===== src/rtl/alu_issue.sv =====
// alu_issue: issue/retire stage wrapped around the CPU ALU.
//   Accepts decoded ALU instructions with a valid/ready handshake. It evaluates the
//   condition code against the current CC register and strobes the ALU. It records
//   in-flight destination tags in a small FIFO. It converts ALU results into
//   register-file writebacks and CC updates.
// Ports:
//   i_clk, i_reset_n              clock, asynchronous active-low reset
//   i_valid / o_ready             upstream instruction handshake
//   i_op, i_a, i_b                opcode and operands (forwarded to the ALU)
//   i_dreg, i_wreg, i_wflags      destination index, writes-register, updates-CC
//   i_cond                        condition code selector
//   o_alu_stb, o_alu_op/a/b       ALU issue strobe and operands
//   i_alu_valid, i_alu_c, i_alu_f ALU result, flags {V,N,C,Z}
//   i_alu_busy                    ALU multi-cycle operation in progress
//   o_wb_stb, o_wb_reg, o_wb_data register-file writeback
//   o_flags                       CC register {V,N,C,Z}
//   o_idle                        nothing in flight and no writeback pending
//   o_err                         sticky: ALU result arrived with no tag in flight
module alu_issue #(
  parameter int TAG_DEPTH_LG = 1
) (
  input  logic        i_clk,
  input  logic        i_reset_n,
  input  logic        i_valid,
  output logic        o_ready,
  input  logic [3:0]  i_op,
  input  logic [31:0] i_a,
  input  logic [31:0] i_b,
  input  logic [4:0]  i_dreg,
  input  logic        i_wreg,
  input  logic        i_wflags,
  input  logic [2:0]  i_cond,
  output logic        o_alu_stb,
  output logic [3:0]  o_alu_op,
  output logic [31:0] o_alu_a,
  output logic [31:0] o_alu_b,
  input  logic        i_alu_valid,
  input  logic [31:0] i_alu_c,
  input  logic [3:0]  i_alu_f,
  input  logic        i_alu_busy,
  output logic        o_wb_stb,
  output logic [4:0]  o_wb_reg,
  output logic [31:0] o_wb_data,
  output logic [3:0]  o_flags,
  output logic        o_idle,
  output logic        o_err
);

  localparam int DEPTH = 1 << TAG_DEPTH_LG;
  localparam int PW    = TAG_DEPTH_LG + 1;
  localparam logic [PW-1:0] ONE = {{(PW-1){1'b0}}, 1'b1};

  typedef struct packed {
    logic [4:0] dreg;
    logic       wreg;
    logic       wf;
  } tag_t;

  tag_t          tag_q [DEPTH];
  logic [PW-1:0] wr_ptr_q, wr_ptr_d;
  logic [PW-1:0] rd_ptr_q, rd_ptr_d;
  logic [PW-1:0] fpend_q, fpend_d;
  logic [3:0]    flags_q, flags_d;
  logic          wb_stb_q, wb_stb_d;
  logic [4:0]    wb_reg_q, wb_reg_d;
  logic [31:0]   wb_data_q, wb_data_d;
  logic          err_q, err_d;

  logic fifo_empty, fifo_full, cond_true, stall, accept, push, pop, push_wf;
  tag_t head;

  assign fifo_empty = (wr_ptr_q == rd_ptr_q);
  assign fifo_full  = (wr_ptr_q[PW-1] != rd_ptr_q[PW-1]) &&
                      (wr_ptr_q[PW-2:0] == rd_ptr_q[PW-2:0]);
  assign head       = tag_q[rd_ptr_q[PW-2:0]];

  // Flag bit order {V,N,C,Z}: Z=0, C=1, N=2, V=3.
  always_comb begin
    cond_true = 1'b1;
    case (i_cond)
      3'b000: cond_true = 1'b1;
      3'b001: cond_true = flags_q[2];
      3'b010: cond_true = flags_q[0];
      3'b011: cond_true = !flags_q[0];
      3'b100: cond_true = !flags_q[0] && !flags_q[2];
      3'b101: cond_true = !flags_q[2];
      3'b110: cond_true = flags_q[1];
      3'b111: cond_true = flags_q[3];
      default: cond_true = 1'b1;
    endcase
  end

  // A conditional instruction must wait until every flag-writing instruction
  // ahead of it has retired, so that it sees the final CC value. Full uses the
  // registered pointers, so a same-cycle pop does not free a slot.
  assign stall   = i_alu_busy || fifo_full || ((i_cond != 3'b000) && (fpend_q != '0));
  assign o_ready = !stall;
  assign accept  = i_valid && o_ready;
  assign push    = accept && cond_true;
  assign push_wf = i_wflags && (i_cond == 3'b000);
  assign pop     = i_alu_valid && !fifo_empty;

  assign o_alu_stb = push;
  assign o_alu_op  = i_op;
  assign o_alu_a   = i_a;
  assign o_alu_b   = i_b;

  always_comb begin
    wr_ptr_d  = wr_ptr_q;
    rd_ptr_d  = rd_ptr_q;
    fpend_d   = fpend_q;
    flags_d   = flags_q;
    wb_stb_d  = 1'b0;
    wb_reg_d  = wb_reg_q;
    wb_data_d = wb_data_q;
    err_d     = err_q;
    if (push) wr_ptr_d = wr_ptr_q + ONE;
    if (pop) begin
      rd_ptr_d  = rd_ptr_q + ONE;
      wb_stb_d  = head.wreg;
      wb_reg_d  = head.dreg;
      wb_data_d = i_alu_c;
      if (head.wf) flags_d = i_alu_f;
    end
    if (i_alu_valid && fifo_empty) err_d = 1'b1;
    // Simultaneous increment and decrement cancel.
    case ({push && push_wf, pop && head.wf})
      2'b10:   fpend_d = fpend_q + ONE;
      2'b01:   fpend_d = fpend_q - ONE;
      default: fpend_d = fpend_q;
    endcase
  end

  always_ff @(posedge i_clk or negedge i_reset_n) begin
    if (!i_reset_n) begin
      wr_ptr_q  <= '0;
      rd_ptr_q  <= '0;
      fpend_q   <= '0;
      flags_q   <= '0;
      wb_stb_q  <= 1'b0;
      wb_reg_q  <= '0;
      wb_data_q <= '0;
      err_q     <= 1'b0;
    end else begin
      wr_ptr_q  <= wr_ptr_d;
      rd_ptr_q  <= rd_ptr_d;
      fpend_q   <= fpend_d;
      flags_q   <= flags_d;
      wb_stb_q  <= wb_stb_d;
      wb_reg_q  <= wb_reg_d;
      wb_data_q <= wb_data_d;
      err_q     <= err_d;
    end
  end

  // Tag storage carries data only; the pointers define which slots are live.
  always_ff @(posedge i_clk) begin
    if (push) tag_q[wr_ptr_q[PW-2:0]] <= '{dreg: i_dreg, wreg: i_wreg, wf: push_wf};
  end

  assign o_flags   = flags_q;
  assign o_wb_stb  = wb_stb_q;
  assign o_wb_reg  = wb_reg_q;
  assign o_wb_data = wb_data_q;
  assign o_idle    = fifo_empty && !wb_stb_q;
  assign o_err     = err_q;

endmodule


===== config.mk =====
export PLATFORM = sky130hd
export DESIGN_NAME = alu_issue
export DESIGN_NICKNAME = d
export VERILOG_FILES = /design/src/rtl/alu_issue.sv
export SDC_FILE = /design/constraint.sdc
export NUM_CORES = 1
export LEC_CHECK = 0
export BUFFER_PORTS_ARGS = -buffer_cell sky130_fd_sc_hd__buf_2
export CAP_MARGIN = 20
export CORE_AREA = 2 2 96 98
export CTS_BUF_LIST = sky130_fd_sc_hd__clkbuf_4 sky130_fd_sc_hd__clkbuf_8
export DETAILED_ROUTE_END_ITERATION = 8
export DIE_AREA = 0 0 98 100
export PLACE_DENSITY_LB_ADDON = 0.25
export SYNTH_ARGS = -nofsm -noshare
export SYNTH_HDL_FRONTEND = slang
export SYNTH_SLANG_ARGS = --single-unit

===== constraint.sdc =====
create_clock -name i_clk -period 2.35 [get_ports i_clk]
set_input_delay 0.235 -clock i_clk [delete_from_list [all_inputs] [get_ports i_clk]]
set_output_delay 0.235 -clock i_clk [all_outputs]
set_load 0.1 [all_outputs]

# == Word level (Yosys, flattened, before mapping) ==
# Memory sizes are Yosys's and may differ from the RTL's.
# Cells that the tools add are included.
# word_totals
memories,1
register_bits,49
ram_bits,14
elab_cells,53
in_bits,119
output_inout_bits,114
# memory_table
name,words,width,rd,rd_ports_with_merged_regs,wr,line,rtl
tag_q,2,7,1,0,1,59,tag_t tag_q [DEPTH];
# classes
eq_ne,12
muxes,5
reduce_logical,23
addsub,4
# ops
operator,n
$eq 3x3->1 const B,4
$logic_and 1x1->1,11
$pmux 1 s8,1
$add 2x1->2 const B,3
$eq 3x2->1 const B,2
$logic_not 1->1,5
$pmux 2 s2,1
$reduce_bool 2->1,2
$eq 3x1->1 const B,1
$logic_not 3->1,1
$mux 1,3
$reduce_bool 3->1,1
$eq 2x1->1 const B,1
$eq 2x2->1,1
$eq 2x2->1 const B,1
$logic_or 1x1->1,2
$reduce_and 2->1,1
$sub 2x1->2 const B,1
$eq 1x1->1,1
$ne 1x1->1,1

# == Logic depth before layout (Yosys ltp) ==
# Gate-level depths: netlist of the first run.
# depth
word_depth,10
ltp_mapped,10

# == Least setup slack after synthesis of the first run ==
# Ideal clock, no wire load.
# synth_path
path_kind,register to register
startpoint,register rd_ptr_q[0]
endpoint,register fpend_q[1]
period_less_slack_ns,3.296
required_ns,2.271
path_buffers,2
stages_incl_launch_ff,10
arrival_time_ns,3.216
setup_slack_ns,-0.946
path_cell_list,dfrtp_1 > buf_6 > xnor2_2 > a211oi_2 > and3_1 > buf_6 > nand2_1 > ha_1 > nor2_1 > xor2_1
# synth_between
elab_chain_cells,10
elab_cells_between_ends,17
classes_between,4 x eq/ne; 1 x mux; 11 x reduce/logical; 1 x memory
# synth_lines
item,line,rtl
start: declaration,61,"logic [PW-1:0] rd_ptr_q, rd_ptr_d;"
start signal: assignment,146,rd_ptr_q <= rd_ptr_d;
$eq 1x1->1 (*),74,(wr_ptr_q[PW-2:0] == rd_ptr_q[PW-2:0]);
$logic_and 1x1->1 (*),73,assign fifo_full = (wr_ptr_q[PW-1] != rd_ptr_q[PW-1]) &&
$logic_or 1x1->1 (*) (2 in a row),96,assign stall = i_alu_busy || fifo_full || ((i_cond != 3'b000) && (fpend_q != '0));
$logic_not 1->1 (*),97,assign o_ready = !stall;
named net o_ready,25,"output logic o_ready,"
$logic_and 1x1->1 (*),98,assign accept = i_valid && o_ready;
$logic_and 1x1->1 (*),99,assign push = accept && cond_true;
named net o_alu_stb,33,"output logic o_alu_stb,"
$logic_and 1x1->1 (*),127,"case ({push && push_wf, pop && head.wf})"
$eq 2x1->1 or $eq 2x2->1 (tied branches),127,
$pmux 2 s2 or $reduce_bool 2->1 (tied branches),--,
end signal: assignment,147,fpend_q <= fpend_d;
end: declaration,62,"logic [PW-1:0] fpend_q, fpend_d;"
# Mark *: on every way through the listed nets, which the timed path passes. The rest lies on a longest branch.
# A chain may end at the register's enable or synchronous reset.

# == Worst setup path in the final report of the first run ==
# layout_path
startpoint,"register flags_q[0], in the netlist o_flags[0]"
endpoint,output port o_alu_stb
# layout_between
elab_chain_cells,4
# layout_lines
item,line,rtl
start: declaration,63,"logic [3:0] flags_q, flags_d;"
start signal: assignment,148,flags_q <= flags_d;
$logic_not 1->1,"84, 85",
$logic_and 1x1->1,85,3'b100: cond_true = !flags_q[0] && !flags_q[2];
$pmux 1 s8 (*),80,case (i_cond)
$logic_and 1x1->1 (*),99,
end: declaration,33,
# Every way passes the cells marked *; elsewhere a longest branch is shown, timed or not.

==> impl_results.md, run 1 <==
- CP Launch Point: o_flags[0]$_DFFE_PN0P_
- Synthesized Nets: 347
- Max-Cap Viols: 0
- Hold_sp: i_dreg[2]
- Remaining DRCs: 0
- YS warnings: 0
- I/O pin count: 233
- Die ar.: 9800 µm²
- Cell area after synthesis: 3023 µm²
- Seq/Total Area, Yosys: 54.47%
- Post-DR vias/cell: 4.509
- Synth Register Bits: 63
- Cell count after synthesis: 227
- Netlist cell types: 31
- Worst Skew: 0.005957 ns
- Core box area: 8890 µm²
- Max FFs per register: 32
- Status: finished, final reports clean
- Unrepaired setup endpoints after global routing: no
- Clock transition at the registers of the reported paths: 0.07 ns
- Actual slew at the worst max-slew pin: 0.5078 ns
- Die Y: 100 µm
- CTS tree: done
- GPL Wtd Cong: 0.7924
- Fillers: 912
- Post-CTS Setup Inserts: 0
- CP Class: register to output port
- Post-layout net count: 385
- Port Buffers: 96
- Final hold viol count: 0
- Routed WL: 7334 µm
- Clk root buf: clkbuf_8
- Initial antenna violation count: 0
- Diodes inserted: 0
- Initial Util: 34.00%
- Fin cells: 381
- ANT nets after route: 0
- Fmax: 0.4684 GHz
- Area growth syn-to-layout: 11.84%
- WL met3: 1130 µm
- Die Wd: 98 µm
- Wire length on met1: 2467 µm
- Multi-input logic area: 849.6 µm²
- Part of the cycle the worst path needs: 90.85%
- Inst Count DP: 364
- Worst EP arrival: 1.90 ns
- Avg Cell Area, Syn: 13.32 µm²
- Row count: 35
- Startpoint types: register
- Min Tclk post-route: 2.135 ns
- Largest net degree at the start of global routing: 50
- TritonCTS Sinks: 63
- Clock buffer count from CTS: 9
- Drt wl/cell: 19.25 µm
- Overall Global Routing Usage: 14.85%
- Htree depth: 3
- R2r startpoint: o_flags[0]$_DFFE_PN0P_
- Max-slew violation count: 0
- DRT iter0 DRCs: 30
- Bufs on Longest Clock Path: 2
- Vias: 1,718
- Global-route wire length before repair: 10,740 µm
- Worst slew margin: 66.15%
- Layout cells sized above 1: 57.04%
- GR Overflow Total: 0
- Post-CTS sizing: 0
- Max Used Layer: met5
- Final setup violation count: 0
- Final Hold Slack: 0.08805 ns
- CP Data Required Time: 2.12 ns
- First-pass DRT Iterations: 4
- Met2 WL: 3493 µm
- Dpl hpwl: 5779 µm
- Hold crit path type: input pin to register
- Crit-path max FO: 4
- CP endpoint kind: output port
- Sequential Area: 1648 µm²
- Vias in the first global route: 1,811
- Worst-Skew Late Latency: 0.33 ns
-- cells in the mapped netlist (all sizes together) --
cell     n  share of area [%]
xor2     4                1.4
a211oi   1               0.41
inv      1               0.12
a31o     1               0.29
xnor2    6                2.0
and3     2               0.41
a21oi    1               0.17
o32a     1               0.33
nor4b    1               0.29
mux2    37                 14
buf     74                 19
dfrtp   49                 41
o21ai    5               0.83
edfxtp  14                 14
nor2     4               0.50
ha       1               0.41
mux2i    6                2.0
nand2b   4               0.83
o211ai   1               0.25
nand2    9                1.4
and2b    1               0.25
nand3    2               0.33
and4     1               0.29
o32ai    1               0.29
-- logic make-up after synthesis --
kind of cell / count (synthesis) / synth area share, %
XOR/XNOR: 10 / 3.394
AND/OR/NAND/NOR: 24 / 4.346
AO/OA/AOI/OAI: 11 / 2.566
flip-flops: 63 / 54.47
buffers and inverters: 75 / 19.04
multiplexers: 43 / 15.77
adder cells (fa/ha/maj): 1 / 0.4138
-- final timing paths --
check / endpoint / slack (ns) / cells after the start
min in group asynchronous: o_flags[3]$_DFFE_PN0P_ / 0.41 / 3
setup / recovery: o_alu_stb / 0.22 / 5
hold / removal: tag_q[1][4]$_DFFE_PP_ / 0.09 / 1
setup reg to reg: fpend_q[1]$_DFFE_PN0P_ / 0.28 / 9
max in group asynchronous: o_wb_data[19]$_DFFE_PN0P_ / 1.70 / 3
hold reg to reg: o_err$_DFFE_PN0P_ / 0.47 / 1
-- what timing repair did --
item                                    CTS  global route
endpoints found under the setup margin    0             0
endpoints found under the hold margin    49             0
hold buffers                              1             0
-- worst max-delay path, stage by stage, from the launching register on --
cell,delay (ns)
dfrtp_1,0.40
nand2b_1,0.16
and3_1,0.18
o32ai_1,0.34
and3_4,0.30
buf_12,0.18
-- placed cells by master, fill, tap and decap left out, types with 4 or more instances in the layout --
cell | Yosys | final
buf_2 | 1 | 95
xnor2_1 | 5 | 5
dfrtp_1 | 49 | 48
edfxtp_1 | 14 | 14
nand2b_1 | 4 | 4
mux2_2 | 26 | 26
mux2i_1 | 6 | 6
nand2_1 | 7 | 6
mux2_1 | 11 | 11
o21ai_0 | 5 | 5
clkbuf_8 | 0 | 9
-- layer usage --
metal,track usage [%],up-vias
met5,4.103,-
met4,7.906,2
met3,10.45,22
met2,22.76,109
met1,14.80,810
li1,-,775
-- stage by stage --
| step | util [%] | area [µm²] | TNS (ns) | worst slack (ns) |
|---|---|---|---|---|
| floorplan | - | 3082 | -3.358 | -0.4768 |
| global placement | 35.75 | 3178 | 0 | 0.3507 |
| detailed placement | 35.75 | 3178 | 0 | 0.2618 |
| CTS | 38.03 | 3381 | 0 | 0.1667 |
| global route | 38.03 | 3381 | 0 | 0.05807 |
| finish | 38.03 | 3381 | 0 | 0.2150 |
-- final cells by class --
type	count	share of cell area, %
clock buffer	10	3.886
clock inverter	6	1.813
inverter	1	0.1110
multi-input combinational	89	25.13
sequential	63	48.74
tap	111	4.108
timing repair buffer	101	16.21
Power of run 1 is left out: the tool's default activity adds up to more than one toggle a clock period on the data nets, which glitch-free logic cannot reach.
==> run 2: changes to the inputs <==
--- a/config.mk
+++ b/config.mk
@@ -9,6 +9,6 @@
 export CAP_MARGIN = 20
-export CORE_AREA = 2 2 96 98
+export CORE_AREA = 5 5 99 101
 export CTS_BUF_LIST = sky130_fd_sc_hd__clkbuf_4 sky130_fd_sc_hd__clkbuf_8
 export DETAILED_ROUTE_END_ITERATION = 8
-export DIE_AREA = 0 0 98 100
+export DIE_AREA = 0 0 104 106
 export PLACE_DENSITY_LB_ADDON = 0.25
==> constraint.sdc (replaced) <==
create_clock -name i_clk -period 2.35 [get_ports i_clk]
set_input_delay 0.1175 -clock i_clk [delete_from_list [all_inputs] [get_ports i_clk]]
set_output_delay 0.1175 -clock i_clk [all_outputs]
set_load 0.1 [all_outputs]
==> run 2 against run 1 <==
Clock skew shrank 0.0027 ns. Final cell count rose by 8.1%. Via count grew 5.7%. Highest routed layer unchanged. Die area up 12%. Non-clock buffer count is 31 higher. Utilization rose by 3.0 points. Global-route usage fell by 1.5 points. Register-to-register slack improved by 0.05 ns. Worst setup slack lost 0.011 ns. First-iteration DRC count increased by 40%. Sequential cell count unchanged.
==> impl_results.md, run 2 (synthesis results as in run 1) <==
- Status: finished, final reports clean
- Post-DR vias/cell: 4.408
- Final hold viol count: 0
- Final setup violation count: 0
- Routed WL: 7293 µm
- Worst-Skew Late Latency: 0.33 ns
- Worst EP arrival: 2.03 ns
- Initial Util: 33.84%
- CP endpoint kind: output port
- Max FFs per register: 32
- Actual slew at the worst max-slew pin: 0.7400 ns
- ANT nets after route: 0
- Most frequent cells in the layout: buf_2 (95), dfrtp_1 (48), dlygate4sd3_1 (32)
- Row count: 35
- Reg2reg path depth: 9
- Layout cells sized above 1: 50.83%
- Met2 WL: 3512 µm
- Clk root buf: clkbuf_8
- Crit-path max FO: 4
- Area growth syn-to-layout: 21.19%
- Htree depth: 3
- Min Tclk post-route: 2.146 ns
- Unrepaired setup endpoints after global routing: no
- Core box area: 8934 µm²
- CTS tree: done
- Clock transition at the registers of the reported paths: 0.07 ns
- Worst path max stage delay: 0.40 ns
- Port Buffers: 96
- Bufs on Longest Clock Path: 2
- Max-slew violation count: 0
- Worst path cell trace: nand2b_1 > and3_1 > o32ai_1 > and3_4 > clkbuf_4
- Clock buffer count from CTS: 9
- Dpl hpwl: 5518 µm
- Max-Cap Viols: 0
- Vias: 1,816
- WL met3: 829 µm
- Worst hold stages: 2
- I/O pin count: 233
- CP Class: register to output port
- Largest net degree at the start of global routing: 36
- Die Wd: 104 µm
- Fmax: 0.4660 GHz
- GR Overflow Total: 0
- Diodes inserted: 0
- Global-route wire length before repair: 11,430 µm
- Initial antenna violation count: 0
- Die Y: 106 µm
- Post-CTS Setup Inserts: 0
- Wire length on met1: 2650 µm
- Remaining DRCs: 0
- Overall Global Routing Usage: 13.38%
- Slowest CP cell: dfrtp_1
- Most common cell after layout, fill and taps aside: buf_2
- Die ar.: 11,020 µm²
- Startpoint types: register
- Hold crit path type: input pin to register
- Worst slew margin: 50.67%
- Inst Count DP: 364
- Part of the cycle the worst path needs: 91.32%
- TritonCTS Sinks: 63
- DRT iter0 DRCs: 42
- Fin cells: 412
- CP Data Required Time: 2.23 ns
- GPL Wtd Cong: 0.7332
- Max Used Layer: met5
- Worst Skew: 0.003288 ns
- Vias in the first global route: 2,079
- Final Core Density: 41.01%
- Drt wl/cell: 17.70 µm
- Post-layout net count: 416
- First-pass DRT Iterations: 3
==> run 2: cell count changes in the layout (fill, tap and decap cells not counted) <==
cell           before  now
dlygate4sd3_1       1   32
buf_12              2    0
buf_4               3    4
clkbuf_4            1    2
nor2_1              3    4
nor2_2              1    0
==> run 2: per-stage QoR <==
stage                     hold slack, ns  TNS, ns  area [µm²]  worst slack, ns
after floorplan                  -0.1781   -3.338        3079          -0.4768
after global placement            0.2357        0        3148           0.3752
after detailed placement          0.2357        0        3148           0.3102
after CTS                       0.001363        0        3641          0.06148
after global routing           0.0003826        0        3664          0.05680
final                            0.01854        0        3664           0.2039
==> run 2: area by class of cell <==
class	instances	area [µm²]
inverters	1	3.754
well taps	111	138.9
multi-input cells	89	847.1
clock buffers	10	131.4
clock inverters	6	61.31
fillers	902	5270
flip-flops and latches	63	1648
repair buffers	132	833.3
==> run 2: final timing paths <==
check / from / slack [ns] / to
max: o_flags[0]$_DFFE_PN0P_ / 0.20 / o_alu_stb
min: i_alu_c[15] / 0.02 / o_wb_data[15]$_DFFE_PN0P_
max reg2reg: o_flags[0]$_DFFE_PN0P_ / 0.33 / fpend_q[1]$_DFFE_PN0P_
min reg2reg: o_wb_reg[1]$_DFFE_PN0P_ / 0.48 / o_wb_reg[1]$_DFFE_PN0P_
max in group asynchronous: i_reset_n / 1.25 / rd_ptr_q[0]$_DFFE_PN0P_
min in group asynchronous: i_reset_n / 0.37 / o_wb_data[23]$_DFFE_PN0P_
==> run 2: what timing repair did <==
action,4_1_cts,5_1_grt
endpoints found under the hold margin,67,2
setup endpoints to repair,0,1
gates resized for setup,0,1
hold buffers,30,2
==> run 2: layer usage <==
layer / global-route usage [%] / up-vias
met5: 3.333 / -
met2: 21.36 / 109
li1: - / 835
met1: 14.04 / 837
met3: 7.650 / 33
met4: 6.290 / 2
==> run 2: worst max-delay path, delay by kind of cell, from the launching register on <==
kind	cells	cell delay, ns
flip-flops	1	0.40
AND/OR/NAND/NOR	3	0.62
AO/OA/AOI/OAI	1	0.33
buffers and inverters	1	0.34
Power of run 2 is left out for the same reason.
==> run 3: changes to the inputs <==
BUFFER_PORTS_ARGS = -buffer_cell sky130_fd_sc_hd__buf_4   (was -buffer_cell sky130_fd_sc_hd__buf_2)
==> run 3 against run 2 <==
Die area stayed put. Final area rose by 6.3%. Clock skew grew 0.0060 ns. Utilization up 2.6 points. First-iteration DRC count rose by 9.5%. Final cell count down 0.24%. Sequential share of layout area decreased by 2.7 points. Global-route usage up 0.53 points. Non-clock buffer count fell by 1. Via count increased by 0.88%. Count of clock-buffer cells in the layout stayed put. Critical endpoint unchanged. Highest routed layer unchanged.
==> impl_results.md, run 3 (synthesis results as in run 1) <==
- Inst Count DP: 363
- First-pass DRT Iterations: 3
- Max-Cap Viols: 0
- Fin cells: 411
- Diodes inserted: 0
- Final hold viol count: 0
- Worst hold stages: 2
- Bufs on Longest Clock Path: 2
- Fmax: 0.4766 GHz
- Layout cells sized above 1: 50.33%
- Post-DR vias/cell: 4.457
- Clock transition at the registers of the reported paths: 0.07 ns
- Fillers: 848
- Initial Util: 33.84%
- Actual slew at the worst max-slew pin: 0.6416 ns
- Vias in the first global route: 1,999
- Worst Skew: 0.009328 ns
- CP Data Required Time: 2.23 ns
- Area growth syn-to-layout: 28.81%
- DRT iter0 DRCs: 46
- I/O pin count: 233
- Final Core Density: 43.59%
- Final Hold Slack: 0.01837 ns
- Die Wd: 104 µm
- Clk root buf: clkbuf_8
- Worst-Skew Late Latency: 0.34 ns
- Most common cell after layout, fill and taps aside: buf_4
- Remaining DRCs: 0
- GR Overflow Total: 0
- Worst EP arrival: 1.98 ns
- Hold crit path type: input pin to register
- TritonCTS Sinks: 63
- Initial antenna violation count: 0
- Final setup violation count: 0
- Overall Global Routing Usage: 13.91%
- Part of the cycle the worst path needs: 89.29%
- CP Class: register to output port
- Die ar.: 11,020 µm²
- Most frequent cells in the layout: buf_4 (99), dfrtp_1 (48), dlygate4sd3_1 (32)
- Max-slew violation count: 0
- Dpl hpwl: 5487 µm
- Row count: 35
- CP endpoint kind: output port
- Post-layout net count: 415
- Crit-path max FO: 4
- Routed WL: 7438 µm
- Port Buffers: 96
- Unrepaired setup endpoints after global routing: no
- Core box area: 8934 µm²
- ANT nets after route: 0
- GPL Wtd Cong: 0.7731
- Status: finished, final reports clean
- Die Y: 106 µm
- Htree depth: 3
- Worst slew margin: 57.23%
- Post-CTS Setup Inserts: 0
- Drt wl/cell: 18.10 µm
- Reg2reg path depth: 9
- Vias: 1,832
- Startpoint types: register
- Min Tclk post-route: 2.098 ns
- CTS tree: done
- Max FFs per register: 32
- Placed Area: 3381 µm²
- Post-route cell area: 3894 µm²
- Largest net degree at the start of global routing: 50
- Clock buffer count from CTS: 9
- Global-route wire length before repair: 11,850 µm
-- run 3: cell count changes in the layout (fill, tap and decap cells not counted), sizes merged --
cell	before	now
clkbuf	11	10
clkinv	2	3
clkinvlp	3	2
-- run 3: path summary, 6_finish.rpt --
path | endpoint | slack, ns | startpoint
worst max-delay path | o_alu_stb | 0.25 | o_flags[0]$_DFFE_PN0P_
worst min-delay path | o_flags[3]$_DFFE_PN0P_ | 0.02 | i_alu_f[3]
worst min register to register | o_err$_DFFE_PN0P_ | 0.47 | o_err$_DFFE_PN0P_
max in group asynchronous | wr_ptr_q[0]$_DFFE_PN0N_ | 1.55 | i_reset_n
min in group asynchronous | o_wb_stb$_DFF_PN0_ | 0.34 | i_reset_n
worst max register to register | fpend_q[1]$_DFFE_PN0P_ | 0.29 | o_flags[0]$_DFFE_PN0P_
-- run 3: per-layer routing --
layer / vias to the layer above / GRT usage [%] / share of wire [%]
met5: - / 3.333 / 0.65
li1: 834 / - / -
met2: 109 / 21.22 / 49
met3: 35 / 7.407 / 11
met1: 852 / 15.88 / 36
met4: 2 / 6.290 / 3.4
-- run 3: layout make-up --
cell class	count	area (µm²)	area share, %
Clock inverter	6	61.31	1.575
Timing Repair Buffer	131	1064	27.31
Tap cell	111	138.9	3.567
Multi-Input combinational cell	89	847.1	21.75
Sequential cell	63	1648	42.32
Inverter	1	3.754	0.09640
Clock buffer	10	131.4	3.374
-- run 3: worst max-delay path, cell delays in order (launching register included) --
cell and delay (ns):
dfrtp_1 0.40, nand2b_1 0.16, and3_1 0.17, o32ai_1 0.32
and3_4 0.29, buf_4 0.30
-- run 3: per-stage QoR --
step           setup WS, ns  TNS (ns)
4_1_cts              0.2137         0
6_report             0.2516         0
5_1_grt             0.08389         0
2_1_floorplan       -0.4768    -3.338
3_5_place_dp         0.2848         0
3_3_place_gp         0.3778         0
-- run 3: timing repair --
action	CTS	global route
resized for setup	0	0
hold buffers	31	1
setup endpoints to repair	0	0
hold endpoints to repair	85	1
Power of run 3 is left out for the same reason.
